### src/rtl/g729_pkg.sv
// g729_pkg: constants shared by the G.729 datapath blocks.
//   M, L          filter order and samples per subframe
//   state_t       syn_filt controller state encoding
//   ROUND_K       rounding constant added before taking the high half
//   SYN_SHIFT     left shift that undoes the Q12 coefficient scaling
//   BLK_IDX_W     index width inside a 16-word aligned coefficient block
//   blk_addr      forms a block word address from base bits [10:4] and index
package g729_pkg;

  localparam int M = 10;
  localparam int L = 40;

  localparam logic [31:0] ROUND_K   = 32'h0000_8000;
  localparam logic [15:0] SYN_SHIFT = 16'd3;

  localparam int BLK_IDX_W = 4;

  typedef enum logic [3:0] {
    S_IDLE,
    S_LOADM_RD,
    S_LOADM_CAP,
    S_RD_A0,
    S_RD_X,
    S_MUL0,
    S_RD_AJ,
    S_MSU,
    S_OUT,
    S_UPD,
    S_DONE
  } state_t;

  function automatic logic [10:0] blk_addr(input logic [6:0] base_hi,
                                           input logic [BLK_IDX_W-1:0] idx);
    return {base_hi, idx};
  endfunction

endpackage

### src/rtl/syn_hist.sv
// syn_hist: M x 16-bit history register for the synthesis filter.
// hist[i] (i = 1..M) holds y[n-i].
// Ports:
//   clk, reset   clock, synchronous active-high reset (clears all taps)
//   load_en      write load_data into tap load_idx (1..M)
//   load_idx     tap index for load
//   load_data    word to load
//   shift_en     shift hist[i] <= hist[i-1], hist[1] <= shift_data (wins over load)
//   shift_data   new y[n] entering tap 1
//   hist_flat    all taps, hist[i] at bits [16*i-1 -: 16]
module syn_hist
  import g729_pkg::*;
(
  input  logic              clk,
  input  logic              reset,
  input  logic              load_en,
  input  logic [3:0]        load_idx,
  input  logic [15:0]       load_data,
  input  logic              shift_en,
  input  logic [15:0]       shift_data,
  output logic [16*M-1:0]   hist_flat
);

  // chain slice 0 is the shift input, slice i is tap i
  logic [16*(M+1)-1:0] chain;

  assign chain[15:0] = shift_data;

  generate
    for (genvar gi = 1; gi <= M; gi++) begin : g_tap
      logic [15:0] tap_q;
      logic [15:0] tap_d;

      always_comb begin
        tap_d = tap_q;
        if (shift_en) begin
          tap_d = chain[16*(gi-1) +: 16];
        end else if (load_en && (load_idx == 4'(gi))) begin
          tap_d = load_data;
        end
      end

      always_ff @(posedge clk) begin
        if (reset) begin
          tap_q <= '0;
        end else begin
          tap_q <= tap_d;
        end
      end

      assign chain[16*gi +: 16] = tap_q;
    end
  endgenerate

  assign hist_flat = chain[16*(M+1)-1:16];

endmodule

### src/rtl/syn_filt.sv
// syn_filt: G.729 LPC synthesis filter 1/A(z) over one subframe.
//   y[n] = round((x[n]*a[0] - sum_{j=1..M} a[j]*y[n-j]) << 3)
// Arithmetic goes through the shared saturating L_mult/L_sub/L_shl/L_add units.
// Optional feature macro: SYN_FILT_UPDATE_EN -- adds the update port and the
// UPD state, which writes the last M outputs back to the filter memory.
// Ports:
//   clk, reset          clock, synchronous active-high reset
//   update              (SYN_FILT_UPDATE_EN only) write back filter memory
//   start / done        one-cycle request (IDLE only) / completion pulse
//   A, X, Y, MEM        coefficient block, input, output, filter memory bases
//   readAddr / readIn   scratch read port, one-cycle read latency
//   writeAddr/writeOut/writeEn  scratch write port (sign-extended 16-bit data)
//   L_*_a/_b / L_*_in   operand outputs and result inputs of the shared units
module syn_filt
  import g729_pkg::*;
(
  input  logic        clk,
  input  logic        reset,
`ifdef SYN_FILT_UPDATE_EN
  input  logic        update,
`endif
  input  logic        start,
  output logic        done,
  input  logic [10:0] A,
  input  logic [10:0] X,
  input  logic [10:0] Y,
  input  logic [10:0] MEM,
  output logic [10:0] readAddr,
  input  logic [31:0] readIn,
  output logic [10:0] writeAddr,
  output logic [31:0] writeOut,
  output logic        writeEn,
  output logic [15:0] L_mult_a,
  output logic [15:0] L_mult_b,
  input  logic [31:0] L_mult_in,
  output logic [31:0] L_sub_a,
  output logic [31:0] L_sub_b,
  input  logic [31:0] L_sub_in,
  output logic [31:0] L_shl_a,
  output logic [15:0] L_shl_b,
  input  logic [31:0] L_shl_in,
  output logic [31:0] L_add_a,
  output logic [31:0] L_add_b,
  input  logic [31:0] L_add_in
);

  state_t      state_q, state_d;
  logic [5:0]  n_q, n_d;
  logic [3:0]  idx_q, idx_d;     // k during LOADM/UPD, j during the MAC loop
  logic [31:0] acc_q, acc_d;
  logic [15:0] coef_q, coef_d;
`ifdef SYN_FILT_UPDATE_EN
  logic        upd_q, upd_d;
`endif

  logic            h_load_en;
  logic [3:0]      h_load_idx;
  logic            h_shift_en;
  logic [16*M-1:0] hist_flat;
  logic [3:0]      hist_sel_idx;
  logic [15:0]     hist_sel;
  logic [15:0]     y_w;
  logic            unused_bits;

  assign y_w         = L_add_in[31:16];
  assign unused_bits = ^{readIn[31:16], L_add_in[15:0], A[3:0]};

  syn_hist u_hist (
    .clk        (clk),
    .reset      (reset),
    .load_en    (h_load_en),
    .load_idx   (h_load_idx),
    .load_data  (readIn[15:0]),
    .shift_en   (h_shift_en),
    .shift_data (y_w),
    .hist_flat  (hist_flat)
  );

  // MSU reads hist[j]; UPD drains hist[M-k] so memory ends up oldest-first
  assign hist_sel_idx = (state_q == S_UPD) ? (4'(M) - idx_q) : idx_q;

  always_comb begin
    hist_sel = '0;
    for (int i = 1; i <= M; i++) begin
      if (hist_sel_idx == 4'(i)) begin
        hist_sel = hist_flat[16*(i-1) +: 16];
      end
    end
  end

  always_ff @(posedge clk) begin
    if (reset) begin
      state_q <= S_IDLE;
      n_q     <= '0;
      idx_q   <= '0;
      acc_q   <= '0;
      coef_q  <= '0;
`ifdef SYN_FILT_UPDATE_EN
      upd_q   <= 1'b0;
`endif
    end else begin
      state_q <= state_d;
      n_q     <= n_d;
      idx_q   <= idx_d;
      acc_q   <= acc_d;
      coef_q  <= coef_d;
`ifdef SYN_FILT_UPDATE_EN
      upd_q   <= upd_d;
`endif
    end
  end

  always_comb begin
    state_d    = state_q;
    n_d        = n_q;
    idx_d      = idx_q;
    acc_d      = acc_q;
    coef_d     = coef_q;
`ifdef SYN_FILT_UPDATE_EN
    upd_d      = upd_q;
`endif
    done       = 1'b0;
    readAddr   = '0;
    writeAddr  = '0;
    writeOut   = '0;
    writeEn    = 1'b0;
    L_mult_a   = '0;
    L_mult_b   = '0;
    L_sub_a    = '0;
    L_sub_b    = '0;
    L_shl_a    = '0;
    L_shl_b    = '0;
    L_add_a    = '0;
    L_add_b    = '0;
    h_load_en  = 1'b0;
    h_load_idx = '0;
    h_shift_en = 1'b0;

    case (state_q)
      S_IDLE: begin
        if (start) begin
`ifdef SYN_FILT_UPDATE_EN
          upd_d = update;
`endif
          idx_d   = '0;
          state_d = S_LOADM_RD;
        end
      end
      S_LOADM_RD: begin
        readAddr = MEM + {7'd0, idx_q};
        state_d  = S_LOADM_CAP;
      end
      S_LOADM_CAP: begin
        // mem[k] is y[k-M], i.e. history tap M-k
        h_load_en  = 1'b1;
        h_load_idx = 4'(M) - idx_q;
        if (idx_q == 4'(M-1)) begin
          n_d     = '0;
          idx_d   = '0;
          state_d = S_RD_A0;
        end else begin
          idx_d   = idx_q + 4'd1;
          state_d = S_LOADM_RD;
        end
      end
      S_RD_A0: begin
        readAddr = blk_addr(A[10:4], 4'd0);
        state_d  = S_RD_X;
      end
      S_RD_X: begin
        coef_d   = readIn[15:0];
        readAddr = X + {5'd0, n_q};
        state_d  = S_MUL0;
      end
      S_MUL0: begin
        L_mult_a = readIn[15:0];
        L_mult_b = coef_q;
        acc_d    = L_mult_in;
        idx_d    = 4'd1;
        state_d  = S_RD_AJ;
      end
      S_RD_AJ: begin
        readAddr = blk_addr(A[10:4], idx_q);
        state_d  = S_MSU;
      end
      S_MSU: begin
        L_mult_a = readIn[15:0];
        L_mult_b = hist_sel;
        L_sub_a  = acc_q;
        L_sub_b  = L_mult_in;
        acc_d    = L_sub_in;
        if (idx_q == 4'(M)) begin
          state_d = S_OUT;
        end else begin
          idx_d   = idx_q + 4'd1;
          state_d = S_RD_AJ;
        end
      end
      S_OUT: begin
        L_shl_a    = acc_q;
        L_shl_b    = SYN_SHIFT;
        L_add_a    = L_shl_in;
        L_add_b    = ROUND_K;
        writeAddr  = Y + {5'd0, n_q};
        writeOut   = {{16{y_w[15]}}, y_w};
        writeEn    = 1'b1;
        h_shift_en = 1'b1;
        n_d        = n_q + 6'd1;
        if (n_q == 6'(L-1)) begin
`ifdef SYN_FILT_UPDATE_EN
          if (upd_q) begin
            idx_d   = '0;
            state_d = S_UPD;
          end else begin
            state_d = S_DONE;
          end
`else
          state_d = S_DONE;
`endif
        end else begin
          state_d = S_RD_A0;
        end
      end
`ifdef SYN_FILT_UPDATE_EN
      S_UPD: begin
        writeAddr = MEM + {7'd0, idx_q};
        writeOut  = {{16{hist_sel[15]}}, hist_sel};
        writeEn   = 1'b1;
        if (idx_q == 4'(M-1)) begin
          state_d = S_DONE;
        end else begin
          idx_d = idx_q + 4'd1;
        end
      end
`endif
      S_DONE: begin
        done    = 1'b1;
        state_d = S_IDLE;
      end
      default: begin
        state_d = S_IDLE;
      end
    endcase
  end

endmodule
### config.mk
export PLATFORM = sky130hd
export DESIGN_NAME = syn_filt
export DESIGN_NICKNAME = d
export VERILOG_FILES = /design/src/rtl/g729_pkg.sv /design/src/rtl/syn_hist.sv /design/src/rtl/syn_filt.sv
export SDC_FILE = /design/constraint.sdc
export NUM_CORES = 1
export LEC_CHECK = 0
export ABC_AREA = 1
export BUFFER_PORTS_ARGS = -buffer_cell sky130_fd_sc_hd__buf_2
export CORE_MARGIN = 2
export CORE_UTILIZATION = 41
export DETAILED_ROUTE_END_ITERATION = 6
export PLACE_DENSITY = 0.66
export REMOVE_ABC_BUFFERS = 1
export SYNTH_ARGS = -nofsm -noshare
export SYNTH_HDL_FRONTEND = slang
export SYNTH_HIERARCHICAL = 1
export SYNTH_SLANG_ARGS = --single-unit
### constraint.sdc
create_clock -name clk -period 7.3 [get_ports clk]
set_input_delay 1.46 -clock clk [delete_from_list [all_inputs] [get_ports clk]]
set_output_delay 1.46 -clock clk [all_outputs]
set_load 0.02 [all_outputs]
=== Word level (Yosys, flattened, before mapping) ===
Index checks and enable logic that the tools add are counted.

* Register bits: 222
* Logic and storage cells: 142

* Multiplexer cells: 58
* Eq/ne operators: 36
* Add/sub/neg operators: 6
* Reduce and logical (&&, ||, !) cells: 27

{| class="wikitable"
|+ Operator list
! kind !! count
|-
| $mux W16 || 32
|-
| $mux W32 || 5
|-
| $pmux W32 S2 || 1
|-
| $eq A4 B3 Y1 const B || 12
|-
| $eq A4 B4 Y1 const B || 11
|-
| $pmux W11 S4 || 1
|-
| $pmux W4 S9 || 1
|-
| $mux W4 || 8
|-
| $pmux W16 S2 || 1
|-
| $eq A4 B2 Y1 const B || 6
|-
| $reduce_bool A2 Y1 || 12
|-
| $add A11 B6 Y11 || 2
|-
| $pmux W4 S4 || 1
|-
| $eq A4 B1 Y1 const B || 3
|-
| $pmux W6 S2 || 1
|-
| $add A11 B4 Y11 || 1
|-
| $mux W11 || 1
|-
| $logic_and A1 B1 Y1 || 10
|-
| $add A6 B1 Y6 const B || 1
|-
| $eq A6 B6 Y1 const B || 1
|-
| $mux W6 || 1
|-
| $ne A2 B2 Y1 const B || 3
|-
| $add A4 B1 Y4 const B || 1
|-
| $logic_not A4 Y1 || 1
|-
| other kinds (7) || 10
|}

=== Longest topological paths before layout ===
Gate-level depths: netlist of run 1.

* Depth in word-level cells: 14
* Mapped depth: 21
* Depth with buffers taken out: 20

=== Cells and area by module ===
The synthesis of run 1 kept the hierarchy.

{| class="wikitable"
|+ By module, submodules not included
! module !! instances !! cells an instance !! area each (sq um)
|-
| syn_hist || 1 || 1272 || 7887.6
|-
| syn_filt || 1 || 1417 || 7519.7
|}

=== Least setup slack after synthesis of run 1 ===
OpenSTA, ideal clock, no wires.

* Kind: input -> output
* From: input port Y[0]
* To: output port writeAddr[10]
* Slack: 2468 ps
* Required time: 5840 ps
* Stages on the path: 14
* Arrival time: 3372 ps
* Cells stage by stage: ha_1 > fa_1 > a21oi_1 > nor2_1 > nor2_1 > nor2_1 > nor2_1 > inv_1 > a21oi_1 > nor2_1 > inv_1 > nor2_1 > nand4_1 > nor3b_1

* Word-level cells in the longest chain between the ends: 2

{| class="wikitable"
|+ RTL lines
! what !! RTL line !! text
|-
| start: declaration || syn_filt.sv:26 || <nowiki>input logic [10:0] Y,</nowiki>
|-
| $add A11 B6 Y11 || syn_filt.sv:204 || <nowiki>writeAddr = Y + {5'd0, n_q};</nowiki>
|-
| $mux W11 || syn_filt.sv:139 || <nowiki>case (state_q)</nowiki>
|-
| end: declaration || syn_filt.sv:30 || <nowiki>output logic [10:0] writeAddr,</nowiki>
|}

Every way passes these cells.

=== Worst setup path after layout of run 1 ===
* From: register idx_q[1]
* To: output port L_mult_b[2]

* Word-level cells in the longest chain between the ends: 14

{| class="wikitable"
|+ RTL lines
! what !! RTL line !! text
|-
| start: declaration || syn_filt.sv:49 || <nowiki>logic [3:0] idx_q, idx_d;</nowiki>
|-
| start signal: assignment || syn_filt.sv:104 || <nowiki>idx_q <= idx_d;</nowiki>
|-
| $sub A4 B4 Y4 || syn_filt.sv:80 || <nowiki>assign hist_sel_idx = (state_q == S_UPD) ? (4'(M) - idx_q) : idx_q;</nowiki>
|-
| $mux W4 * || syn_filt.sv:80 ||
|-
| $eq A4 B1 Y1 || syn_filt.sv:85 || <nowiki>if (hist_sel_idx == 4'(i)) begin</nowiki>
|-
| $mux W16 (9 in series) || syn_filt.sv:85 ||
|-
| $mux W16 * || syn_filt.sv:85 ||
|-
| $pmux W16 S2 * || syn_filt.sv:139 ||
|-
| end: declaration || syn_filt.sv:34 || <nowiki>output logic [15:0] L_mult_b,</nowiki>
|}

Mark *: on every way between the ends. The rest lies on a longest branch, timed or not.

==> results.json, run 1 <==
{
  "grt-ovfl-total": 0,
  "path_clk_slew_ns": 0.06,
  "cts_buffer_depth": 3,
  "timing.rr.start": "state_q[2]",
  "routed_wl_mm": 53.9,
  "synth-edff-count": 0,
  "cts_resized": 0,
  "drt_iter0_drc": 1416,
  "postRouteAntennaNets": 0,
  "path_cells": "inv_1 > ha_1 > inv_1 > nand2_1 > nand3_2 > inv_2 > nand3_1 > or2_2 > nand3_1 > nand3_1 > nand2_1 > nand2_1 > nand2_1 > nand2_1 > nand2_1 > nand2_1 > nand2_1 > nand2_1 > buf_2",
  "holdPathEnd": "coef_q[10]",
  "start_util_pct": 41.3,
  "rows": 71,
  "clock-sinks": 222,
  "hold_slack_ns": 0.545,
  "finalSetupViolCount": 0,
  "power_w": 0.00297,
  "tightest_slew_ns": 1.28,
  "die_w_um": 198,
  "finClkSkew_ns": 0.0204,
  "critPathMaxFanout": 13,
  "crit_family": "simple AND/OR/NAND/NOR gates",
  "core_um2": 37300,
  "outcome": "finished with violations",
  "grt_pass1_vias": 16100,
  "placed_area_um2": 17200,
  "final_max_slew_viol_count": 0,
  "synth-seq-area-share_pct": 28.8,
  "reg2reg_slack_ns": 3.72,
  "cp-start-kind": "flop",
  "synth_cells": 2689,
  "post-route-period-util_pct": 73.3,
  "path_buf_inv": 4,
  "slew_headroom_pct": 14.3,
  "fmax_mhz": 187,
  "ios": 471,
  "power_leakage_nw": 10.1,
  "worstPathRequired_ns": 5.84,
  "slowest_stage": "dfxtp_1",
  "ys.flop_type": "dfxtp_1",
  "rsz0062_at_grt": "no",
  "grt_start_max_net_pins": 115,
  "hp-class": "reg2reg",
  "hold_start": "coef_q[10]",
  "wl_per_cell_um": 15.6,
  "power_density_nw_per_um2": 164,
  "cts_hold_buf": 0,
  "failed_checks": "design-rule violations",
  "final_layout_size_suffix_gt1_share_pct": 16.6,
  "cts_buffers": 27,
  "clockRootBuffer": "clkbuf_16",
  "whs_path_depth": 2,
  "max_stage_delay_ns": 0.52,
  "r2r-end": "u_hist/g_tap[4].tap_q[14]",
  "peakVddDrop_uv": 184,
  "post_cts_buffers": 0,
  "ys_ff_latch": 222,
  "crit_path_end_kind": "output pin",
  "drc": 12,
  "path_common_cell": "nand2_1",
  "final_util_pct": 48.5,
  "clkLatencyLatePin_ns": 0.55,
  "grt_pass1_wl_mm": 83.7,
  "first_pass_iters": 7,
  "vias": 17300,
  "dp.cells": 3406,
  "multi_input_area_um2": 8470,
  "cts_tree": "built",
  "port_buffers": 389,
  "yosysWarnings": 6,
  "die_area_um2": 39100,
  "synthToLayoutAreaGrowth_pct": 17.4,
  "antenna_found_initial": 7,
  "htree_levels": 1,
  "place_congestion": 0.917,
  "period_needed_ns": 5.35,
  "final_cell_mix": "nand2_1, nor2_1, inv_1",
  "die_y_um": 198,
  "synth.cell_area_um2": 15400,
  "synthTopCellsByArea": "dfxtp_1, nand2_1, nor2_1",
  "fin_nets": 3191,
  "yosysTopAreaCellShare_pct": 28.8,
  "max-cap-violations": 0,
  "dp_hpwl_mm": 38.8,
  "async_reset_ff_share_pct": 0,
  "final_common_cell": "nand2_1",
  "yosysTopAreaCell": "dfxtp_1",
  "worstPathArrival_ns": 3.89,
  "yosysUniqueCellTypes": 46,
  "avgSynthCellArea_um2": 5.73,
  "finalInstanceArea_um2": 18100,
  "seqCellArea_um2": 4440,
  "final_cells": 3460,
  "grt_use_total_pct": 26.4,
  "reg2regPathDepth": 10,
  "crit_type": "reg2out",
  "finalHoldViolations": 0,
  "fill_cells": 4018,
  "vias_per_cell": 5.01
}
state kept, by name, summed over array words and instances, names as in the netlist:
signal and flops:
acc_q 32, coef_q 16, idx_q 4, n_q 6
state_q 4, u_hist/g_tap.tap_q 160
worst max-delay path by stage:
stage / from / endpoint / slack [ns] / cells after the start
3_5_place_dp: X[0] / readAddr[10] / 2.22 / 15
3_3_place_gp: X[0] / readAddr[10] / 2.23 / 15
5_1_grt: idx_q[1] / L_mult_b[2] / 1.65 / 19
4_1_cts: idx_q[1] / L_mult_b[2] / 1.97 / 19
6_report: idx_q[1] / L_mult_b[2] / 1.95 / 19
2_1_floorplan: state_q[2] / writeOut[15] / -3.96 / 5
final cells by class:
class	instances	area share, %
Inverter	430	9.00
Multi-Input combinational cell	1874	46.8
Antenna cell	5	0.0692
Clock buffer	41	4.19
Tap cell	474	3.28
Sequential cell	222	24.6
Clock inverter	8	0.595
Timing Repair Buffer	406	11.5
per-stage QoR:
| stage | setup TNS (ns) | worst slack, ns |
|---|---|---|
| global placement | 0 | 2.23 |
| detailed placement | 0 | 2.22 |
| floorplan | -68.46 | -3.96 |
| finish | 0 | 1.95 |
| CTS | 0 | 1.97 |
| global route | 0 | 1.65 |
power by group:
| part | switching, W | internal [W] | total (W) |
|---|---|---|---|
| clock network | 0.000547 | 0.000788 | 0.00133 |
| registers | 0.0000103 | 0.00122 | 0.00123 |
| logic | 0.000282 | 0.000118 | 0.000399 |
logic make-up after synthesis:
| logic type | after synthesis | share of synthesized area (%) |
|---|---|---|
| other | 1 | 0.0243 |
| adder cells (fa/ha/maj) | 23 | 2.01 |
| AO/OA/AOI/OAI | 367 | 13.1 |
| XOR/XNOR | 4 | 0.227 |
| AND/OR/NAND/NOR | 1435 | 38.3 |
| buffers and inverters | 637 | 17.4 |
| flip-flops | 222 | 28.8 |
worst min-delay path: stages (launching register included):
cell	delay (ns)
dfxtp_1	0.32
o21ai_0	0.09
a21oi_1	0.10
cells in the mapped netlist (11+ instances only):
cell type and number:
nand4_1 11, a21oi_1 115, nand2_1 576, o21ai_0 106, buf_4 64, o221ai_1 35
dfxtp_1 222, nor2_1 573, ha_1 20, clkbuf_1 96, or2_0 16, inv_1 415
buf_1 12, inv_2 11, buf_2 34, nand3_1 219, o21ai_1 89
routing by layer:
metal / vias up / GRT usage [%] / part of all wire [%]
li1: 8724 / - / -
met1: 7962 / 32.2 / 42
met2: 544 / 48.0 / 50
met3: 103 / 2.76 / 5.1
met4: 2 / 9.75 / 3.1
met5: - / 0 / 0.024
Power figures use the tool's default switching activity.
==> run 2: changes to the inputs <==
--- a/config.mk
+++ b/config.mk
@@ -5,12 +5,12 @@
 export SDC_FILE = /design/constraint.sdc
 export NUM_CORES = 1
 export LEC_CHECK = 0
-export ABC_AREA = 1
+export ABC_AREA = 0
 export BUFFER_PORTS_ARGS = -buffer_cell sky130_fd_sc_hd__buf_2
 export CORE_MARGIN = 2
 export CORE_UTILIZATION = 41
 export DETAILED_ROUTE_END_ITERATION = 6
-export PLACE_DENSITY = 0.66
+export PLACE_DENSITY = 0.69
 export REMOVE_ABC_BUFFERS = 1
 export SYNTH_ARGS = -nofsm -noshare
 export SYNTH_HDL_FRONTEND = slang
==> constraint.sdc (replaced) <==
create_clock -name clk -period 4.77 [get_ports clk]
set_input_delay 0.954 -clock clk [delete_from_list [all_inputs] [get_ports clk]]
set_output_delay 0.954 -clock clk [all_outputs]
set_load 0.02 [all_outputs]
==> run 2 against run 1 <==
The run now ends clean; via count fell by 9.2%; total power rose by 53%; clock skew fell by 0.0073 ns; critical path type unchanged; critical endpoint is now L_mult_b[11]; largest cell class unchanged; largest power group unchanged; highest routed layer unchanged.
==> results.json, run 2 <==
{
  "crit_family": "compound AO/OA/AOI/OAI gates",
  "hold_slack_ns": 0.454,
  "die_y_um": 197,
  "path_cells": "ha_1 > buf_4 > and3b_1 > o21ai_0 > nand3_1 > o21ai_1 > buf_4 > nand4_1 > a31oi_1 > buf_2",
  "ys_ff_latch": 222,
  "yosysTopAreaCell": "dfxtp_1",
  "cp-start-kind": "flop",
  "fin_nets": 2329,
  "clock-sinks": 222,
  "htree_levels": 1,
  "power_frac_clock_pct": 48.7,
  "yosysUniqueCellTypes": 68,
  "synth-edff-count": 0,
  "max_stage_delay_ns": 0.53,
  "wl_per_cell_um": 20.7,
  "grt_start_max_net_pins": 143,
  "internal_power_w": 0.00338,
  "async_reset_ff_share_pct": 0,
  "finalHoldViolations": 0,
  "cp.depth": 10,
  "finClkSkew_ns": 0.0131,
  "dp.cells": 2536,
  "ios": 471,
  "cts_hold_buf": 0,
  "tightest_slew_ns": 1.14,
  "rows": 70,
  "power_w": 0.00453,
  "dp_slack_ns": 0.659,
  "die_area_um2": 39000,
  "path_buf_inv": 3,
  "grt_pass1_vias": 15000,
  "path_clk_slew_ns": 0.06,
  "grt_pass1_wl_mm": 81.9,
  "worstPathArrival_ns": 3.62,
  "grt_use_total_pct": 26.0,
  "reg2reg_slack_ns": 0.98,
  "avgSynthCellArea_um2": 8.20,
  "final_max_slew_viol_count": 0,
  "cts_tree": "built",
  "worstPathRequired_ns": 3.82,
  "core_um2": 36700,
  "vias": 15700,
  "reg_top3": "u_hist/g_tap.tap_q x160, acc_q x32, coef_q x16",
  "clockRootBuffer": "clkbuf_16",
  "cts_buffer_depth": 3,
  "synth_commonest_cells": "a211oi_1, a21oi_1, dfxtp_1",
  "cts_buffers": 26,
  "start_util_pct": 41.8,
  "max-cap-violations": 0,
  "outcome": "completed",
  "fmax_mhz": 219,
  "final_cell_mix": "buf_2, a211oi_1, a21oi_1",
  "synth_cells": 1871,
  "final_cells": 2590,
  "power_leakage_nw": 7.66,
  "vias_per_cell": 6.08,
  "yosysTopAreaCellShare_pct": 29.0,
  "first_pass_iters": 5,
  "whs_path_depth": 2,
  "combPwrFrac_pct": 9.9,
  "switching_share_pct": 25.4,
  "drc": 0,
  "port_buffers": 389,
  "final_common_cell": "buf_2",
  "top_register": "u_hist/g_tap.tap_q",
  "synth.cell_area_um2": 15300,
  "clkLatencyLatePin_ns": 0.54,
  "reg2regPathDepth": 6,
  "drt_iter0_drc": 1234,
  "critPathMaxFanout": 13,
  "rsz0062_at_grt": "no",
  "finalInstanceArea_um2": 17900,
  "slowest_stage": "dfxtp_1",
  "period_needed_ns": 4.57,
  "synthTopCellsByArea": "dfxtp_1, a211oi_1, a21oi_1",
  "hp-class": "reg2reg",
  "slew_headroom_pct": 24.0,
  "post-route-period-util_pct": 95.8,
  "synth-seq-area-share_pct": 29.0,
  "die_w_um": 197,
  "antenna_found_initial": 10,
  "finalSetupViolCount": 0,
  "p_switching_w": 0.00115,
  "yosysMostFrequentCell": "a211oi_1",
  "place_congestion": 0.918,
  "dp_hpwl_mm": 37.6,
  "crit_path_end_kind": "output pin",
  "peakVddDrop_uv": 254,
  "final_layout_size_suffix_gt1_share_pct": 28.4,
  "fill_cells": 3567,
  "crit_type": "reg2out",
  "worst_slack_ns": 0.199,
  "grt-ovfl-total": 0,
  "power_density_nw_per_um2": 252,
  "routed_wl_mm": 53.6,
  "path_common_cell": "buf_4",
  "synthToLayoutAreaGrowth_pct": 16.9,
  "postRouteAntennaNets": 0,
  "pwr-share-seq_pct": 41.4,
  "ys.flop_type": "dfxtp_1",
  "yosysWarnings": 6,
  "largest_reg_flops": 160,
  "placed_area_um2": 16900
}
[run 2: cell count changes after synthesis, moves of 49 or more]
| cell | before | now |
|---|---|---|
| o21ai_1 | 89 | 5 |
| and3_1 | 0 | 164 |
| o21ai_0 | 106 | 15 |
| inv_1 | 415 | 25 |
| a211oi_2 | 0 | 70 |
| mux2i_1 | 0 | 49 |
| nor2_1 | 573 | 76 |
| a21oi_1 | 115 | 242 |
| nand3_1 | 219 | 25 |
| a211oi_1 | 2 | 284 |
| nand2_1 | 576 | 91 |
[run 2: per-layer routing]
layer	GRT usage, %	part of all wire [%]
met4	9.52	3.4
met3	3.79	6.8
met5	0	0.024
met2	44.5	49
met1	33.1	41
[run 2: layout make-up]
cell class,instances,area (um^2),area share [%]
multi-input cells,1385,9470,52.8
flip-flops and latches,222,4450,24.8
repair buffers,438,2370,13.2
clock buffers,35,756,4.21
well taps,468,586,3.26
clock inverters,11,184,1.03
inverters,26,105,0.586
diodes,5,12.5,0.0698
[run 2: what timing repair did]
| action | 4_1_cts | 5_1_grt |
|---|---|---|
| setup buffers | 0 | 3 |
| gates resized for setup | 0 | 1 |
| setup endpoints to repair | 0 | 7 |
[run 2: tightest hold or removal path: cells and delay by family (launching register included)]
| kind | cells | cell delay [ns] |
|---|---|---|
| flops | 1 | 0.31 |
| compound gates | 1 | 0.05 |
| simple gates | 1 | 0.05 |
[run 2: power by group through the flow]
stage | logic (W) | clock network (W) | registers [W]
after floorplan | 0.000225 | 0 | 0.00192
after global placement | 0.000435 | 0 | 0.00191
after detailed placement | 0.000441 | 0 | 0.00191
after CTS | 0.000443 | 0.00224 | 0.00187
after global routing | 0.000486 | 0.00232 | 0.00187
final | 0.000450 | 0.00221 | 0.00187
[run 2: kinds of logic after synthesis]
logic type,count (synthesis),synth area share [%]
AOI/OAI and AO/OA,723,34.7
other,1,0.0244
and+or+nand+nor,509,18.1
xor gates and xnor gates,32,1.83
buffers and inverters,308,10.6
adders and majority gates,23,2.02
muxes,53,3.69
DFF,222,29.0
[run 2: path summary, 6_finish.rpt]
| check | from | endpoint |
|---|---|---|
| max | idx_q[0] | L_mult_b[11] |
| min | coef_q[12] | coef_q[12] |
| max reg2reg | state_q[3] | u_hist/g_tap[5].tap_q[15] |
| min reg2reg | coef_q[12] | coef_q[12] |
[run 2: per-stage QoR]
step	util (%)	setup TNS, ns
3_3_place_gp	46.2	0
4_1_cts	48.7	0
2_1_floorplan	-	-1700.91
6_report	48.9	0
5_1_grt	48.9	0
3_5_place_dp	46.2	0
==> run 3: changes to the inputs <==
--- a/config.mk
+++ b/config.mk
@@ -6,13 +6,14 @@
 export NUM_CORES = 1
 export LEC_CHECK = 0
 export ABC_AREA = 0
+export ABC_CLOCK_PERIOD_IN_PS = 4770
 export BUFFER_PORTS_ARGS = -buffer_cell sky130_fd_sc_hd__buf_2
 export CORE_MARGIN = 2
 export CORE_UTILIZATION = 41
 export DETAILED_ROUTE_END_ITERATION = 6
-export PLACE_DENSITY = 0.69
+export GPL_ROUTABILITY_DRIVEN = 1
+export PLACE_DENSITY = 0.7
 export REMOVE_ABC_BUFFERS = 1
 export SYNTH_ARGS = -nofsm -noshare
 export SYNTH_HDL_FRONTEND = slang
-export SYNTH_HIERARCHICAL = 1
 export SYNTH_SLANG_ARGS = --single-unit
==> run 3 against run 2 <==
Global-route usage fell by 2.8 points; design area decreased by 6.5%; setup slack got worse by 0.031 ns; first-iteration DRC count fell by 10%; highest routed layer is now met4.
==> results.json, run 3 <==
{
  "hp-class": "reg2reg",
  "clock-sinks": 222,
  "finalInstanceArea_um2": 16800,
  "yosysTopAreaCell": "dfxtp_1",
  "final_layout_size_suffix_gt1_share_pct": 23.9,
  "synth.cell_area_um2": 14200,
  "crit_path_end_kind": "output pin",
  "grt_start_max_net_pins": 106,
  "critPathMaxFanout": 14,
  "path_clk_slew_ns": 0.06,
  "wl_per_cell_um": 17.6,
  "period_needed_ns": 4.60,
  "final_max_slew_viol_count": 0,
  "die_area_um2": 36100,
  "synthTopCellsByArea": "dfxtp_1, mux2i_1, a211oi_1",
  "combPwrFrac_pct": 10.5,
  "max-cap-violations": 0,
  "crit_family": "compound AO/OA/AOI/OAI gates",
  "ios": 471,
  "first_pass_iters": 6,
  "synthToLayoutAreaGrowth_pct": 18.2,
  "htree_levels": 1,
  "clkLatencyLatePin_ns": 0.55,
  "synth_commonest_cells": "dfxtp_1, nor2_1, nand2_1",
  "final_common_cell": "buf_2",
  "worstPathRequired_ns": 3.82,
  "p_switching_w": 0.00111,
  "switching_share_pct": 26.0,
  "power_w": 0.00426,
  "post-route-period-util_pct": 96.5,
  "rsz0062_at_grt": "no",
  "yosysTopAreaCellShare_pct": 31.3,
  "fmax_mhz": 217,
  "vias": 14000,
  "die_w_um": 190,
  "antenna_found_initial": 2,
  "grt_pass1_vias": 12800,
  "vias_per_cell": 5.57,
  "worstPathArrival_ns": 3.65,
  "hold_slack_ns": 0.455,
  "dp_hpwl_mm": 31.1,
  "path_cells": "nand4bb_2 > nand3_1 > nand2_1 > a221oi_1 > o22ai_1 > a221oi_1 > o21ai_0 > buf_2",
  "start_util_pct": 41.4,
  "drc": 0,
  "cts_buffer_depth": 3,
  "core_um2": 34300,
  "yosysUniqueCellTypes": 74,
  "power_frac_clock_pct": 45.4,
  "cts_tree": "built",
  "final_cell_mix": "buf_2, dfxtp_1, nor2_1",
  "largest_reg_flops": 160,
  "tightest_slew_ns": 1.07,
  "internal_power_w": 0.00315,
  "outcome": "completed",
  "yosysMostFrequentCell": "dfxtp_1",
  "top_register": "u_hist.g_tap.tap_q",
  "fill_cells": 3344,
  "synth_cells": 1786,
  "postRouteAntennaNets": 0,
  "finalHoldViolations": 0,
  "power_leakage_nw": 7.78,
  "drt_iter0_drc": 1111,
  "path_common_cell": "a221oi_1",
  "ys.flop_type": "dfxtp_1",
  "setup_tns_ns": 0,
  "reg_top3": "u_hist.g_tap.tap_q x160, acc_q x32, coef_q x16",
  "grt_use_total_pct": 23.2,
  "synth-edff-count": 0,
  "port_buffers": 389,
  "clockRootBuffer": "clkbuf_16",
  "grt_pass1_wl_mm": 69.1,
  "fin_nets": 2277,
  "peakVddDrop_uv": 254,
  "crit_type": "reg2out",
  "rows": 68,
  "slowest_stage": "dfxtp_1",
  "routed_wl_mm": 44.3,
  "yosysWarnings": 0,
  "pwr-share-seq_pct": 44.1,
  "finClkSkew_ns": 0.0244,
  "path_buf_inv": 1,
  "die_y_um": 190,
  "slew_headroom_pct": 28.6,
  "cp-start-kind": "flop",
  "place_congestion": 0.879,
  "async_reset_ff_share_pct": 0,
  "cts_buffers": 25,
  "synth-seq-area-share_pct": 31.3,
  "max_stage_delay_ns": 0.61,
  "ys_ff_latch": 222,
  "power_density_nw_per_um2": 254,
  "placed_area_um2": 16000,
  "avgSynthCellArea_um2": 7.95,
  "finalSetupViolCount": 0,
  "grt-ovfl-total": 0
}
## run 3: final cells by class
| cell class | count | area, um^2 | share of cell area [%] |
|---|---|---|---|
| Clock buffer | 34 | 699 | 4.17 |
| Clock inverter | 9 | 114 | 0.679 |
| Timing Repair Buffer | 424 | 2230 | 13.3 |
| Tap cell | 455 | 569 | 3.39 |
| Inverter | 12 | 47.5 | 0.283 |
| Multi-Input combinational cell | 1361 | 8670 | 51.7 |
| Antenna cell | 2 | 5.00 | 0.0298 |
| Sequential cell | 222 | 4450 | 26.5 |
## run 3: timing repair
action,CTS,global route
resized for setup,0,2
endpoints found under the setup margin,0,9
setup buffers,0,0
hold buffers,0,0
## run 3: worst paths after layout
| check | from | endpoint | slack (ns) | cells past startpoint |
|---|---|---|---|---|
| setup / recovery | state_q[0] | L_mult_b[6] | 0.17 | 8 |
| hold / removal | u_hist.g_tap[10].tap_q[9] | u_hist.g_tap[10].tap_q[9] | 0.45 | 2 |
| setup reg to reg | idx_q[0] | u_hist.g_tap[5].tap_q[9] | 1.43 | 9 |
| hold reg to reg | u_hist.g_tap[10].tap_q[9] | u_hist.g_tap[10].tap_q[9] | 0.45 | 2 |
## run 3: per-layer routing
| layer | GRT usage (%) | share of wire, % | vias up |
|---|---|---|---|
| met5 | 0 | 0 | - |
| met4 | 6.23 | 1.9 | 0 |
| met3 | 2.88 | 7.4 | 65 |
| met2 | 38.1 | 46 | 579 |
| met1 | 31.9 | 44 | 6525 |
| li1 | - | - | 6874 |
## run 3: power groups by stage
| stage | Clock, W | Combinational (W) | Sequential [W] |
|---|---|---|---|
| after CTS | 0.00196 | 0.000440 | 0.00188 |
| after floorplan | 0 | 0.000200 | 0.00193 |
| final | 0.00193 | 0.000446 | 0.00188 |
| after global placement | 0 | 0.000432 | 0.00192 |
| after global routing | 0.00202 | 0.000482 | 0.00188 |
| after detailed placement | 0 | 0.000438 | 0.00192 |
## run 3: worst reg2reg max path, cell delays in order, from the launching register on
cell,delay (ns)
dfxtp_1,0.33
buf_4,0.26
ha_1,0.33
buf_4,0.36
and4b_1,0.24
o21ai_0,0.09
a21boi_1,0.29
nand3b_1,0.78
mux2i_1,0.39
a211oi_1,0.10
## run 3: kinds of logic (layout without fill, tap and decap cells)
logic type / Yosys count / in the layout / synth area share, %
compound gates: 536 / 536 / 25.6
xor+xnor: 24 / 24 / 1.48
fa+ha+maj: 24 / 24 / 2.27
buf+inv: 247 / 479 / 8.99
flops: 222 / 222 / 31.3
mux: 134 / 134 / 9.45
other cells: 1 / 47 / 0.0264
simple gates: 598 / 598 / 20.9
## run 3: per-stage QoR
| step | util (%) | setup WS (ns) | cells |
|---|---|---|---|
| floorplan | - | -6.02 | 1595 |
| global placement | 46.5 | 0.549 | 2474 |
| detailed placement | 46.5 | 0.545 | 2474 |
| CTS | 48.9 | 0.153 | 2517 |
| global route | 48.9 | 0.0702 | 2519 |
| finish | 48.9 | 0.169 | 2519 |
